File: src/rtl/sdram_access_scheduler.sv
// sdram_access_scheduler
//   Arbitrates SDRAM access between a sample logger (requester 0) and a host
//   port (requester 1), and injects periodic auto-refresh commands. Only one
//   command is outstanding at a time: it is offered to the driver, accepted,
//   and the scheduler then waits for the driver's completion pulse.
//
//   Handshake: o_CmdValid is registered and, while high, o_CmdKind/o_CmdAddr/
//   o_CmdLen/o_Grant are held stable. The command transfers on the first
//   rising edge where o_CmdValid=1 and i_CmdAccept=1. i_CmdDone is a one-cycle
//   completion pulse; it may coincide with the accept, otherwise it is only
//   honoured after the accept. Done pulses while nothing is outstanding are
//   ignored.
//
//   Optional build macro: SDRAM_SCHED_STATS_EN adds saturating 16-bit
//   accepted-command counters (o_GrantCount0, o_GrantCount1, o_RefreshCount).
//   o_DbgState exposes the scheduler state (0 init-wait, 1 idle, 2 issue,
//   3 busy).
`timescale 1ns/1ps
module sdram_access_scheduler #(
  parameter int P_REFRESH_INTERVAL = 390,
  parameter int P_MAX_PENDING      = 3,
  parameter int P_ADDR_W           = 24,
  parameter int P_LEN_W            = 9
) (
  input  logic                i_Clock,
  input  logic                i_nReset,
  input  logic                i_InitDone,
  input  logic [1:0]          i_Req,
  input  logic [1:0]          i_ReqWrite,
  input  logic [P_ADDR_W-1:0] i_ReqAddr0,
  input  logic [P_ADDR_W-1:0] i_ReqAddr1,
  input  logic [P_LEN_W-1:0]  i_ReqLen0,
  input  logic [P_LEN_W-1:0]  i_ReqLen1,
  output logic [1:0]          o_Grant,
  output logic                o_CmdValid,
  output logic [1:0]          o_CmdKind,
  output logic [P_ADDR_W-1:0] o_CmdAddr,
  output logic [P_LEN_W-1:0]  o_CmdLen,
  input  logic                i_CmdAccept,
  input  logic                i_CmdDone,
  output logic                o_RefreshMissed,
`ifdef SDRAM_SCHED_STATS_EN
  output logic [15:0]         o_GrantCount0,
  output logic [15:0]         o_GrantCount1,
  output logic [15:0]         o_RefreshCount,
`endif
  output logic [1:0]          o_DbgState
);

  localparam int LP_TMR_W = (P_REFRESH_INTERVAL > 1) ? $clog2(P_REFRESH_INTERVAL) : 1;
  localparam logic [LP_TMR_W-1:0] LP_TMR_LAST = LP_TMR_W'(P_REFRESH_INTERVAL - 1);
  localparam logic [1:0] LP_MAX_PEND = 2'(P_MAX_PENDING);

  localparam logic [1:0] LP_KIND_READ  = 2'b00;
  localparam logic [1:0] LP_KIND_WRITE = 2'b01;
  localparam logic [1:0] LP_KIND_REF   = 2'b10;

  typedef enum logic [1:0] {
    S_INIT_WAIT = 2'd0,
    S_IDLE      = 2'd1,
    S_ISSUE     = 2'd2,
    S_BUSY      = 2'd3
  } state_t;

  state_t                r_state;
  logic                  r_cmd_valid;
  logic [1:0]            r_kind;
  logic [P_ADDR_W-1:0]   r_addr;
  logic [P_LEN_W-1:0]    r_len;
  logic [1:0]            r_grant;
  logic                  r_rr_favour1;
  logic [LP_TMR_W-1:0]   r_timer;
  logic [1:0]            r_pending;
  logic                  r_missed;

  logic                  w_run;
  logic                  w_tick;
  logic                  w_accept;
  logic                  w_ref_take;
  logic                  w_pick1;
  logic                  w_sel_write;
  logic [P_ADDR_W-1:0]   w_sel_addr;
  logic [P_LEN_W-1:0]    w_sel_len;

  assign w_run      = (r_state != S_INIT_WAIT);
  assign w_tick     = w_run && (r_timer == LP_TMR_LAST);
  assign w_accept   = (r_state == S_ISSUE) && i_CmdAccept;
  assign w_ref_take = w_accept && (r_kind == LP_KIND_REF);

  // Requester 1 wins when it is the only one asking, or when both ask and it is its turn.
  assign w_pick1     = i_Req[1] && (!i_Req[0] || r_rr_favour1);
  assign w_sel_write = w_pick1 ? i_ReqWrite[1] : i_ReqWrite[0];
  assign w_sel_addr  = w_pick1 ? i_ReqAddr1 : i_ReqAddr0;
  assign w_sel_len   = w_pick1 ? i_ReqLen1 : i_ReqLen0;

  // Refresh interval timer: free-runs 0..P_REFRESH_INTERVAL-1 once init is done.
  always_ff @(posedge i_Clock or negedge i_nReset) begin
    if (!i_nReset) begin
      r_timer <= '0;
    end else if (!w_run || w_tick) begin
      r_timer <= '0;
    end else begin
      r_timer <= r_timer + 1'b1;
    end
  end

  // Refresh backlog: ticks add, accepted refreshes remove; overflow is sticky.
  always_ff @(posedge i_Clock or negedge i_nReset) begin
    if (!i_nReset) begin
      r_pending <= '0;
      r_missed  <= 1'b0;
    end else if (w_tick && !w_ref_take) begin
      if (r_pending == LP_MAX_PEND) begin
        r_missed <= 1'b1;
      end else begin
        r_pending <= r_pending + 1'b1;
      end
    end else if (!w_tick && w_ref_take) begin
      r_pending <= r_pending - 1'b1;
    end
  end

  // Scheduler FSM with registered command outputs and round-robin pointer.
  always_ff @(posedge i_Clock or negedge i_nReset) begin
    if (!i_nReset) begin
      r_state      <= S_INIT_WAIT;
      r_cmd_valid  <= 1'b0;
      r_kind       <= LP_KIND_READ;
      r_addr       <= '0;
      r_len        <= '0;
      r_grant      <= 2'b00;
      r_rr_favour1 <= 1'b0;
    end else begin
      case (r_state)
        S_INIT_WAIT: begin
          if (i_InitDone) begin
            r_state <= S_IDLE;
          end
        end
        S_IDLE: begin
          if (r_pending != 2'd0) begin
            r_cmd_valid <= 1'b1;
            r_kind      <= LP_KIND_REF;
            r_addr      <= '0;
            r_len       <= '0;
            r_grant     <= 2'b00;
            r_state     <= S_ISSUE;
          end else if (|i_Req) begin
            r_cmd_valid  <= 1'b1;
            r_kind       <= w_sel_write ? LP_KIND_WRITE : LP_KIND_READ;
            r_addr       <= w_sel_addr;
            r_len        <= w_sel_len;
            r_grant      <= w_pick1 ? 2'b10 : 2'b01;
            r_rr_favour1 <= !w_pick1;
            r_state      <= S_ISSUE;
          end
        end
        S_ISSUE: begin
          if (i_CmdAccept) begin
            r_cmd_valid <= 1'b0;
            if (i_CmdDone) begin
              r_grant <= 2'b00;
              r_state <= S_IDLE;
            end else begin
              r_state <= S_BUSY;
            end
          end
        end
        S_BUSY: begin
          if (i_CmdDone) begin
            r_grant <= 2'b00;
            r_state <= S_IDLE;
          end
        end
        default: begin
          r_state <= S_INIT_WAIT;
        end
      endcase
    end
  end

`ifdef SDRAM_SCHED_STATS_EN
  logic [15:0] r_cnt_g0;
  logic [15:0] r_cnt_g1;
  logic [15:0] r_cnt_ref;

  // Saturating counters of accepted commands by type/owner.
  always_ff @(posedge i_Clock or negedge i_nReset) begin
    if (!i_nReset) begin
      r_cnt_g0  <= '0;
      r_cnt_g1  <= '0;
      r_cnt_ref <= '0;
    end else if (w_accept) begin
      if (r_kind == LP_KIND_REF) begin
        if (r_cnt_ref != 16'hFFFF) r_cnt_ref <= r_cnt_ref + 1'b1;
      end else if (r_grant[1]) begin
        if (r_cnt_g1 != 16'hFFFF) r_cnt_g1 <= r_cnt_g1 + 1'b1;
      end else begin
        if (r_cnt_g0 != 16'hFFFF) r_cnt_g0 <= r_cnt_g0 + 1'b1;
      end
    end
  end

  assign o_GrantCount0  = r_cnt_g0;
  assign o_GrantCount1  = r_cnt_g1;
  assign o_RefreshCount = r_cnt_ref;
`endif

  assign o_Grant         = r_grant;
  assign o_CmdValid      = r_cmd_valid;
  assign o_CmdKind       = r_kind;
  assign o_CmdAddr       = r_addr;
  assign o_CmdLen        = r_len;
  assign o_RefreshMissed = r_missed;
  assign o_DbgState      = r_state;

endmodule
File: config.mk
export PLATFORM = sky130hd
export DESIGN_NAME = sdram_access_scheduler
export DESIGN_NICKNAME = d
export VERILOG_FILES = /design/src/rtl/sdram_access_scheduler.sv
export SDC_FILE = /design/constraint.sdc
export NUM_CORES = 1
export LEC_CHECK = 0
export CORE_ASPECT_RATIO = 0.6
export CORE_MARGIN = 5
export CORE_UTILIZATION = 29
export DETAILED_ROUTE_END_ITERATION = 8
export MAX_ROUTING_LAYER = met4
export PLACE_DENSITY_LB_ADDON = 0.08
export SYNTH_ARGS = -nofsm -noshare
export SYNTH_HDL_FRONTEND = slang
export SYNTH_SLANG_ARGS = --single-unit
File: constraint.sdc
create_clock -name i_Clock -period 5.76 [get_ports i_Clock]
set_clock_uncertainty 0.15 [all_clocks]
set_input_delay 1.152 -clock i_Clock [delete_from_list [all_inputs] [get_ports i_Clock]]
set_output_delay 1.152 -clock i_Clock [all_outputs]
set_load 0.005 [all_outputs]
==> summary.txt <==
Status
  – Status: finished clean

Synth
  – Compound-cell area share of the yosys netlist: 0.229
  – Post-synthesis area per instance: 9.99 sq um
  – Most common flop cell mapped by yosys: dfrtp_1
  – Post-synthesis cell count: 250
  – Synth Area in Adders: 0.0351
  – FFs w/ async S/R, synth: 1.00
  – EDFF count, synth: 0
  – Most frequent cell after synthesis: dfrtp_1
  – Mux contribution to synthesized area: 0.0210
  – Synth top area cells: dfrtp_1, a22oi_1, o21ai_0
  – Post-synthesis sequential area ratio: 0.531
  – XOR/XNOR Fraction of Synth Area: 0.0175
  – Ys Warns: 0
  – Yosys top cell by area: dfrtp_1
  – #FFs+latches synth: 53
  – Post-synth top cells: dfrtp_1, nand2_1, a22oi_1, o21ai_0, o21ai_1
  – Synth Cell Area: 0.00250 sq mm
  – Simple-gate area share of the yosys netlist: 0.129
  – Distinct cells, synth: 37
  – Largest family of logic cells by synthesized area: compound AO/OA/AOI/OAI gates
  – Post-Syn Nets: 332
  – Post-synth top area share: 0.531

Critical path
  – Crit path largest cell delay: 0.83 ns
  – Crit-path slowest cell: a21oi_4
  – Crit-path cells: clkdlybuf4s50_1, nand2b_1, a21oi_4, a22oi_1, o21ai_0
  – Crit end category: flop
  – Buffers and inverters on the worst path: 1
  – Kind of critical path: in2reg
  – WP data required: 5.81 ns
  – Max FO, Critical Path: 35
  – Startpoint types: primary input
  – Critical Path AT: 3.18 ns
  – Crit path max-delay family: compound AO/OA/AOI/OAI gates

Timing
  – Rel. slew slack: 0.322
  – RSZ-0062 raised after global routing: false
  – Final number of hold-violating endpoints: 0
  – Hold WS: 0.323 ns
  – Setup TNS: 0 ns
  – FMAX: 0.320 GHz
  – Worst-Margin Slew: 1.01 ns
  – Final period util: 0.542
  – Slew Limit Fails: 0
  – Setup violations, final: 0
  – Crit path time final: 3.12 ns
  – Setup ws final: 2.64 ns

GRT
  – First-pass GRT wire length: 11300 microns
  – Busiest grt layer: met1
  – Largest net degree at the start of global routing: 70
  – Initial antenna violation count: 0
  – Grt met2 use: 0.192
  – Number of global-route vias before repair: 2280
  – Met3 Use GR: 0.0429
  – GR Util met1: 0.204
  – GRT Overall Usage: 0.141
  – GR Overflow Total: 0

Placement
  – Dpl cells: 466
  – Post-DP HPWL: 5180 microns
  – Routability cong.: 0.752
  – # port buffers: 115
  – Worst slack, placed: 2.34 ns

Route
  – Initial drt markers: 128
  – Initial DRT Pass Iterations: 4
  – Residual DRC: 0
  – Vias per cell: 4.70
  – Drt wl/cell: 15.2 microns
  – Vias: 2225
  – Post-DRT Antenna Nets: 0
  – Total wire length: 7210 microns

Floorplanning
  – # rows: 26
  – Die width: 130 microns
  – Core area: 0.00846 sq mm
  – Die Ht: 81.9 microns
  – Initial Util: 0.295
  – Num ports: 116
  – Die footprint: 0.0106 sq mm

Cells and area
  – Share of layout cells above drive strength 1: 0.0499
  – Final #Nets: 443
  – # diodes: 0
  – Final Instance Count excl. Fillers: 473
  – Layout Area Growth over Synthesis: 57.4%

Min path
  – Hold Path Class: reg2reg

Flow run
  – Max-cap violations: 0

Power
  – PwrDens: 286 mW/mm^2
  – Total Power: 1.12 mW
  – P_leak: 1.55 nW
  – Max VDD drop: 0.205 mV

Clock tree
  – CTS buffer count: 5
  – Later-pin clock latency in the skew report: 0.29 ns
  – Clk slew on worst S/H paths: 0.07 ns
  – H-tree depth: 2
  – PostCTS Resize Cnt: 0
  – Root buf cell: clkbuf_16
  – TritonCTS Sinks: 53
  – Hold buffer count at cts: 0
  – CTS tree: done
  – Postcts setup bufs: 0
  – Deepest clock path buffer count: 2
==> cell type report <==
class | count | area [sq um]
well taps | 112 | 140
flip-flops and latches | 53 | 1330
fillers | 806 | 4530
multi-input cells | 175 | 1100
clock inverters | 2 | 35.0
repair buffers | 118 | 1170
inverters | 8 | 30.0
clock buffers | 5 | 125
==> worst paths after layout <==
| kind | endpoint | slack, ns | cells past startpoint | from |
|---|---|---|---|---|
| max in group asynchronous | o_CmdAddr[3]$_DFFE_PN0P_ | 4.17 | 2 | i_nReset |
| setup / recovery | o_CmdAddr[19]$_DFFE_PN0P_ | 2.64 | 5 | i_Req[0] |
| hold reg to reg | o_RefreshMissed$_DFFE_PN0P_ | 0.32 | 1 | o_RefreshMissed$_DFFE_PN0P_ |
| setup reg to reg | o_Grant[1]$_DFFE_PN0P_ | 3.43 | 6 | o_DbgState[1]$_DFFE_PN0P_ |
| min in group asynchronous | o_DbgState[0]$_DFFE_PN0P_ | 0.83 | 2 | i_nReset |
| hold / removal | o_RefreshMissed$_DFFE_PN0P_ | 0.32 | 1 | o_RefreshMissed$_DFFE_PN0P_ |
==> cells in the final DEF (no fill, tap or decap), drive strengths merged, types with 3 or more instances in the layout <==
master and instances:
a21oi 6, xnor2 3, a22oi 34, dfrtp 53, ha 7, inv 8
buf 4, nor2 9, mux2i 3, nand2 39, clkbuf 5, nand3 3
nor3b 3, o31ai 3, o21ai 42, clkdlybuf4s50 114
==> per-layer routing <==
metal / vias to the layer above / share of wire
li1: 1125 / -
met1: 1016 / 0.51
met2: 76 / 0.41
met3: 8 / 0.068
met4: 0 / 0.0089
met5: - / 0
==> per-stage QoR <==
| stage | util | instance area, sq um |
|---|---|---|
| finish | 0.465 | 3930 |
| global route | 0.465 | 3930 |
| CTS | 0.465 | 3930 |
| detailed placement | 0.446 | 3770 |
| global placement | 0.446 | 3770 |
| floorplan | - | 2500 |
==> flip-flops by register name, summed over array words and instances, names as in the netlist, 2 cells and up <==
register    cells
o_CmdLen        9
o_CmdKind       2
o_Grant         2
o_DbgState      2
o_CmdAddr      24
r_pending       2
r_timer         9
==> report_power, final <==
part / switching (mW) / internal, mW
clock network: 0.129 / 0.202
logic: 0.189 / 0.153
registers: 0.0394 / 0.410
total: 0.358 / 0.765
==> logic make-up after synthesis <==
group	Yosys count
xor+xnor	5
compound gates	91
fa+ha+maj	7
flops	53
mux	5
simple gates	67
buf+inv	22
(Power assumes the default switching activity.)
